$ cat src/rtl/lsu_mem_ctrl.sv
// ---------------------------------------------------------------------------
// lsu_mem_ctrl
//   Load/store initiator for a word-wide data memory without byte enables.
//   One request is taken at a time over a valid/ready handshake. Sub-word
//   stores use a read-modify-write: the word is read, the addressed lanes
//   are replaced, and the merged word is written back. Loads return
//   sign- or zero-extended data. Each request ends with a one-cycle
//   resp_valid pulse carrying data or an error code.
//
// Ports
//   clk, rst           clock, synchronous active-high reset
//   req_valid/ready    request handshake (ready only when idle)
//   req_is_store       1 = store, 0 = load
//   req_funct3         RV32I funct3 (size / sign)
//   req_addr           byte address
//   req_wdata          store data (low bytes used for SB/SH)
//   resp_valid         one-cycle completion pulse
//   resp_rdata         extended load data, 0 for stores and errors
//   resp_err           00 ok, 01 misaligned, 10 out of range, 11 bad funct3
//   mem_read/write     memory strobes (never both high, low during rst)
//   mem_address        word index {2'b0, addr[31:2]}
//   mem_write_data     word to write
//   mem_read_data      combinational memory read data
// ---------------------------------------------------------------------------
module lsu_mem_ctrl #(
    parameter int MEM_WORDS = 32
) (
    input  logic        clk,
    input  logic        rst,
    input  logic        req_valid,
    output logic        req_ready,
    input  logic        req_is_store,
    input  logic [2:0]  req_funct3,
    input  logic [31:0] req_addr,
    input  logic [31:0] req_wdata,
    output logic        resp_valid,
    output logic [31:0] resp_rdata,
    output logic [1:0]  resp_err,
    output logic        mem_read,
    output logic        mem_write,
    output logic [31:0] mem_address,
    output logic [31:0] mem_write_data,
    input  logic [31:0] mem_read_data
);

    typedef enum logic [2:0] {
        S_IDLE = 3'd0,
        S_RD   = 3'd1,
        S_WR   = 3'd2,
        S_RESP = 3'd3,
        S_ERR  = 3'd4
    } state_t;

    localparam logic [1:0] ERR_NONE  = 2'b00;
    localparam logic [1:0] ERR_ALIGN = 2'b01;
    localparam logic [1:0] ERR_RANGE = 2'b10;
    localparam logic [1:0] ERR_F3    = 2'b11;

    state_t      state, state_nxt;
    logic        accept;
    logic [1:0]  err_chk;

    // Request fields are data only; they are qualified by the state, so
    // they carry no reset.
    logic        is_store_q;
    logic [2:0]  funct3_q;
    logic [31:0] addr_q;
    logic [31:0] wdata_q;
    logic [31:0] word_q;
    logic [1:0]  err_q;

    // Priority: illegal funct3 > misaligned > out of range.
    function automatic logic [1:0] check_err(input logic        is_store,
                                             input logic [2:0]  f3,
                                             input logic [31:0] addr);
        logic illegal;
        logic misaligned;
        logic range_bad;
        if (is_store)
            illegal = (f3 > 3'b010);
        else
            illegal = (f3 == 3'b011) || (f3 == 3'b110) || (f3 == 3'b111);
        misaligned = ((f3[1:0] == 2'b01) && addr[0]) ||
                     ((f3[1:0] == 2'b10) && (addr[1:0] != 2'b00));
        range_bad  = ({2'b00, addr[31:2]} >= 32'(MEM_WORDS));
        if (illegal)
            return ERR_F3;
        else if (misaligned)
            return ERR_ALIGN;
        else if (range_bad)
            return ERR_RANGE;
        else
            return ERR_NONE;
    endfunction

    // Shift the addressed lanes down to bit 0, then extend by funct3.
    function automatic logic [31:0] load_extract(input logic [2:0]  f3,
                                                 input logic [1:0]  lane,
                                                 input logic [31:0] word);
        logic [31:0]        shifted;
        logic signed [7:0]  byte_s;
        logic signed [15:0] half_s;
        shifted = word >> {lane, 3'b000};
        byte_s  = shifted[7:0];
        half_s  = shifted[15:0];
        case (f3)
            3'b000:  return 32'(byte_s);
            3'b001:  return 32'(half_s);
            3'b010:  return word;
            3'b100:  return {24'h0, shifted[7:0]};
            3'b101:  return {16'h0, shifted[15:0]};
            default: return 32'h0;
        endcase
    endfunction

    // Replace the addressed lanes of the captured word with store data.
    function automatic logic [31:0] store_merge(input logic [2:0]  f3,
                                                input logic [1:0]  lane,
                                                input logic [31:0] word,
                                                input logic [31:0] wdata);
        logic [31:0] merged;
        merged = word;
        case (f3)
            3'b000:  merged[{lane, 3'b000} +: 8]      = wdata[7:0];
            3'b001:  merged[{lane[1], 4'b0000} +: 16] = wdata[15:0];
            default: merged = wdata;
        endcase
        return merged;
    endfunction

    assign accept  = req_valid && (state == S_IDLE);
    assign err_chk = check_err(req_is_store, req_funct3, req_addr);

    // State register
    always_ff @(posedge clk) begin
        if (rst)
            state <= S_IDLE;
        else
            state <= state_nxt;
    end

    // Request capture and read-data capture
    always_ff @(posedge clk) begin
        if (accept) begin
            is_store_q <= req_is_store;
            funct3_q   <= req_funct3;
            addr_q     <= req_addr;
            wdata_q    <= req_wdata;
            err_q      <= err_chk;
        end
        if (state == S_RD)
            word_q <= mem_read_data;
    end

    // Next-state logic
    always_comb begin
        state_nxt = state;
        case (state)
            S_IDLE: begin
                if (req_valid) begin
                    if (err_chk != ERR_NONE)
                        state_nxt = S_ERR;
                    else if (req_is_store && (req_funct3 == 3'b010))
                        state_nxt = S_WR;
                    else
                        state_nxt = S_RD;
                end
            end
            S_RD:    state_nxt = is_store_q ? S_WR : S_RESP;
            S_WR:    state_nxt = S_RESP;
            S_RESP:  state_nxt = S_IDLE;
            S_ERR:   state_nxt = S_IDLE;
            default: state_nxt = S_IDLE;
        endcase
    end

    // Outputs; strobes are masked by rst so a reset in RD/WR never
    // produces a partial write.
    always_comb begin
        req_ready      = 1'b0;
        resp_valid     = 1'b0;
        resp_rdata     = 32'h0;
        resp_err       = ERR_NONE;
        mem_read       = 1'b0;
        mem_write      = 1'b0;
        mem_address    = 32'h0;
        mem_write_data = 32'h0;
        case (state)
            S_IDLE: req_ready = 1'b1;
            S_RD: begin
                mem_read    = !rst;
                mem_address = {2'b00, addr_q[31:2]};
            end
            S_WR: begin
                mem_write      = !rst;
                mem_address    = {2'b00, addr_q[31:2]};
                mem_write_data = store_merge(funct3_q, addr_q[1:0], word_q, wdata_q);
            end
            S_RESP: begin
                resp_valid = 1'b1;
                resp_rdata = is_store_q ? 32'h0
                                        : load_extract(funct3_q, addr_q[1:0], word_q);
            end
            S_ERR: begin
                resp_valid = 1'b1;
                resp_err   = err_q;
            end
            default: ;
        endcase
    end

endmodule

$ cat config.mk
export PLATFORM = sky130hd
export DESIGN_NAME = lsu_mem_ctrl
export DESIGN_NICKNAME = d
export VERILOG_FILES = /design/src/rtl/lsu_mem_ctrl.sv
export SDC_FILE = /design/constraint.sdc
export NUM_CORES = 1
export LEC_CHECK = 0
export CAP_MARGIN = 40
export CORE_UTILIZATION = 41
export CTS_BUF_LIST = sky130_fd_sc_hd__clkbuf_4
export DETAILED_ROUTE_END_ITERATION = 10
export PLACE_DENSITY = 0.78
export RECOVER_POWER = 25
export SLEW_MARGIN = 20
export SYNTH_ARGS = -nofsm -noshare
export SYNTH_HDL_FRONTEND = slang
export SYNTH_SLANG_ARGS = --single-unit
$ cat constraint.sdc
create_clock -name clk -period 2.8 [get_ports clk]
set_clock_uncertainty 0.15 [all_clocks]
set_input_delay 0.42 -clock clk [delete_from_list [all_inputs] [get_ports clk]]
set_output_delay 0.42 -clock clk [all_outputs]
set_load 0.005 [all_outputs]
# Word-level counts from Yosys, hierarchy flattened
# Index checks and enable logic that the tools add are counted.
# W data, S select, Z words.
# op_classes
n_addsub	2
order_cmp	2
eq_ne	15
shift	5
muxes	22
reduce_logical	14
# ops
cell	count
$pmux W32 S5	1
$mux W32	3
$bwmux W32	2
$pmux W32 S2	1
$shift A16 B7 Y32 const A	1
$shift A8 B7 Y32 const A	1
$shiftx A16 B7 Y32	1
$shiftx A8 B7 Y32	1
$shr A32 B5 Y16	1
$ge A30 B6 Y1 const B	1
$mux W30	1
$eq A3 B2 Y1 const B	5
$eq A3 B3 Y1 const B	5
$neg A5 Y7	2
$mux W2	5
$pmux W3 S3	1
$eq A3 B1 Y1 const B	2
$logic_not A3 Y1	2
$mux W1	6
$mux W3	2
$logic_and A1 B1 Y1	4
$reduce_bool A2 Y1	2
$reduce_or A2 Y1	2
$gt A3 B2 Y1 const B	1
other kinds (5)	7
# totals
reg_bits	105
inputBits	103
output_inout_bits	102
wordCells	67

# Depth between registers and ports, before layout
# logic_depth
ltp_word	9
mapped_depth	10
ltp_nobuf	7

# Worst setup path before layout
# OpenSTA, ideal clock, no wires.
# synth_path
path_kind	reg-to-reg
from	register state[2]
to	register addr_q[0], enable pin
setup_ns	0.425
arrival_ns	2.356
t_required_ns	2.225
setup_slack_ns	-0.131
stages_incl_launch_ff	5
n_path_buf	1
period_less_slack_ns	2.931
cell_sequence	dfxtp_1 -> clkbuf_1 -> nor3_1 -> nand2_1 -> inv_1
# synth_between
elab_chain_cells	2
# synth_lines
item	line	rtl
start, declared	59	state_t state, state_nxt;
start signal, assigned	139	state <= state_nxt;
$logic_not A3 Y1	131	assign accept = req_valid && (state == S_IDLE);
$logic_and A1 B1 Y1	131	
named net accept	60	logic accept;
end signal, assigned	147	addr_q <= req_addr;
end, declared	67	logic [31:0] addr_q;
# The timed path passes the listed nets, and every way through them passes these cells.
# A chain may end at the register's enable or synchronous reset.

# Worst setup path after layout
# layout_path
from	register addr_q[1]
to	output port mem_write_data[14]
# layout_between
elab_chain_cells	5
elab_cells_between_ends	10
cone_classes	add/sub (2); shift (4); mux (4)
# layout_lines
item	line	rtl
$neg A5 Y7, on equally long branches	125, 124	
$shiftx A16 B7 Y32 (tied with other cells)	125	3'b001: merged[{lane[1], 4'b0000} +: 16] = wdata[15:0];
$bwmux W32, on equally long branches	125, 124	
$pmux W32 S2 *	123	case (f3)
$mux W32 *	188	case (state)
end, declared	42	output logic [31:0] mem_write_data,
# Every way passes the cells marked *; elsewhere a longest branch is shown, timed or not.

==> flow_summary_export.csv <==
group,metric,value,unit
critical_path,arrival,2480,ps
cts,cts_inserted_buffers,9,
grt,grt_antenna_before_repair,3,
placement,gp_congestion,0.862,
synthesis,yosysTopAreaCell,"edfxtp_1",
synthesis,syn_avg_cell_area,11.3,µm²
pwr,irDropWorstVdd,432,µV
critical_path,worstPathRequired,2230,ps
run_status,failed_checks,"setup timing",
timing,finalSetupTns,-8250,ps
cts,clk_pin_slew,190,ps
drt,remaining_drc_errors,0,
finish,stdcell_area,8720,µm²
hold_path,holdCritStartpoint,"req_addr[25]",
timing,drv_slew,0,
timing,period_needed,3050,ps
grt,use_met2,0.460,
floorplanning,die_w,116,µm
timing,worst_pin_slew,543,ps
drt,wire_per_inst,20.9,µm
floorplanning,coreArea,12700,µm²
grt,grtUsageTotal,0.273,
synthesis,synth_edf_count,102,
finish,regArea,3130,µm²
synthesis,synth_top_area_frac,0.572,
drt,vias,5137,
finish,multi_input_area,2560,µm²
drt,drtAntennaViolNets,0,
pwr,swShare,0.268,
pwr,power.static_leakage,3.36,nW
drt,drt-initial-drc-count,346,
grt,grt-ovfl-total,0,
critical_path,r2r_start,"state[2]$_SDFFE_PP0P_",
critical_path,r2r_slack,550,ps
pwr,combPwrFrac,0.178,
critical_path,end_kind,"output pin",
synthesis,ys_seq_area_frac,0.584,
cts,clock_sinks,105,
grt,grt_pass1_wl,27.2,mm
timing,maxSlewHeadroom,0.635,
grt,grt_busiest_layer,"met2",
timing,fmax,328,MHz
pwr,power_frac_seq,0.582,
cts,cts-htree-levels,3,
cts,worstSkewPairLatency,500,ps
synthesis,synth_common_cells,"edfxtp_1, nand2_1, nor2_1, a21oi_1, and2_1",
pwr,p_clk_frac,0.239,
placement,port_buffers,202,
grt,met3_usage,0.0976,
floorplanning,die_y,116,µm
synthesis,synth_most_common_cell,"edfxtp_1",
placement,dp.cells,860,
synthesis,syn_inst,475,
pwr,powerDensity,360,nW/µm²
finish,drive_gt1_frac,0.365,
grt,grt_max_degree,38,
hold_path,hold-path-endpoint,"addr_q[25]$_DFFE_PP_",
placement,place_area,7780,µm²
grt,grt_pass1_vias,4936,
placement,hpwl,12.9,mm
drt,drt_first_pass_iters,7,
synthesis,synthArstFlopShare,0,
critical_path,path_max_fanout,5,
synthesis,ys_top_cells_by_area,"edfxtp_1, nand2_1, mux2i_1",
hold_path,hp-class,"in -> reg",
cts,cts_hold_buf,0,
floorplanning,ios,205,
grt,grtUsageMet1,0.326,
drt,vias_per_cell,5.55,
timing,setup_slack,-252,ps
finish,fillers,945,
synthesis,ys_ff_latch,105,
run_status,status,"finished with violations",
timing,finalCritPeriodShare,1.09,
placement,post-place-ws,-153,ps
finish,instances_no_fill,925,
synthesis,yosysWarnings,0,
critical_path,r2r-end,"wdata_q[11]$_DFFE_PP_",
timing,finalSetupViolations,57,
cts,clk_path_buf_depth,2,
floorplanning,die_area,13500,µm²
pwr,intPower,2.30,mW
pwr,p_sw,843,µW
synthesis,synthFlopType,"edfxtp_1",
finish,nNetsFinal,854,
finish,area_growth,63.0,%
cts,root_buffer,"clkbuf_4",
pwr,power.total,3.14,mW
synthesis,synth.distinct_cells,45,
drt,wl,19.4,mm
floorplanning,fp-row-count,41,
timing,finalHoldViolations,0,
job,cap_violations,0,
cts,cts_tree,"done",
timing,rsz0062_at_grt,"yes",
hold_path,hold_depth,1,
critical_path,r2r_cells,5,
critical_path,worst_setup_path_start_kind,"register",
floorplanning,initial_core_util,0.422,
critical_path,critPathKind,"reg -> out",
synthesis,netlist_area,5350,µm²
critical_path,startpoint,"addr_q[1]$_DFFE_PP_",
==> per-stage QoR <==
step                 util  hold WS [ps]
global placement    0.614           408
CTS                 0.657           249
floorplan               -           342
global route        0.688           311
detailed placement  0.614           423
finish              0.689           322
==> per-layer routing <==
layer / routed length, µm / vias to the layer above
met5: 0 / -
met3: 2010 / 26
met1: 7440 / 2465
met2: 9550 / 295
li1: - / 2351
met4: 367 / 0
==> power by group through the flow <==
stage | registers, mW | logic [mW] | clock network [mW]
after detailed placement | 1.86 | 0.431 | 0
after floorplan | 1.85 | 0.185 | 0
after global routing | 1.83 | 0.590 | 0.815
final | 1.83 | 0.560 | 0.751
after CTS | 1.83 | 0.509 | 0.771
after global placement | 1.86 | 0.425 | 0
==> timing repair <==
| action | CTS | global route |
|---|---|---|
| endpoints found under the setup margin | 95 | 90 |
| buffers inserted | 35 | 10 |
| pin swaps | 43 | 38 |
| gates resized for setup | 315 | 99 |
| gates cloned | 3 | 4 |
==> kinds of logic after synthesis <==
group,share of synthesized area
AND/OR/NAND/NOR,0.165
AO/OA/AOI/OAI,0.157
flip-flops,0.584
buffers and inverters,0.0374
multiplexers,0.0451
adder cells (fa/ha/maj),0.0117
other,0.000701
==> layout make-up <==
class                           instances  share of cell area
Timing Repair Buffer                  291               0.304
Clock buffer                            9             0.00774
Sequential cell                       105               0.359
Inverter                                8             0.00473
Antenna cell                            3            0.000860
Tap cell                              172              0.0247
Clock inverter                          6             0.00645
Multi-Input combinational cell        331               0.293
==> critical path: stages (launching register included) <==
cell and delay [ps]:
edfxtp_1 450, inv_2 130, buf_6 130, ha_2 200, nand2_2 80, nor4b_4 330, buf_4 190, buf_6 110
a222oi_1 90, nor2_1 150, buf_2 130
==> worst max path at each step <==
stage                         endpoint  slack [ps]  depth (start not counted)
CTS                 mem_write_data[23]        -260                         11
floorplan           mem_write_data[31]         110                          9
global route        mem_write_data[29]        -400                         10
detailed placement  mem_write_data[23]        -150                         10
global placement     mem_write_data[8]        -110                         10
finish              mem_write_data[14]        -250                         10
==> registers in the layout (all words and copies together) (netlist names) <==
| name | flops |
|---|---|
| err_q | 2 |
| state | 3 |
| word_q | 32 |
| funct3_q | 3 |
| wdata_q | 32 |
| is_store_q | 1 |
| addr_q | 32 |
==> cell usage in the layout (no fill, tap or decap), drive strengths merged, types with 12 or more instances in the layout <==
| cell type | n |
|---|---|
| a21oi | 43 |
| a221oi | 12 |
| a22oi | 12 |
| and2 | 32 |
| buf | 143 |
| clkbuf | 17 |
| clkdlybuf4s50 | 74 |
| dlygate4sd3 | 56 |
| edfxtp | 102 |
| mux2i | 23 |
| nand2 | 62 |
| nor2 | 51 |
Power figures use the tool's default switching activity.
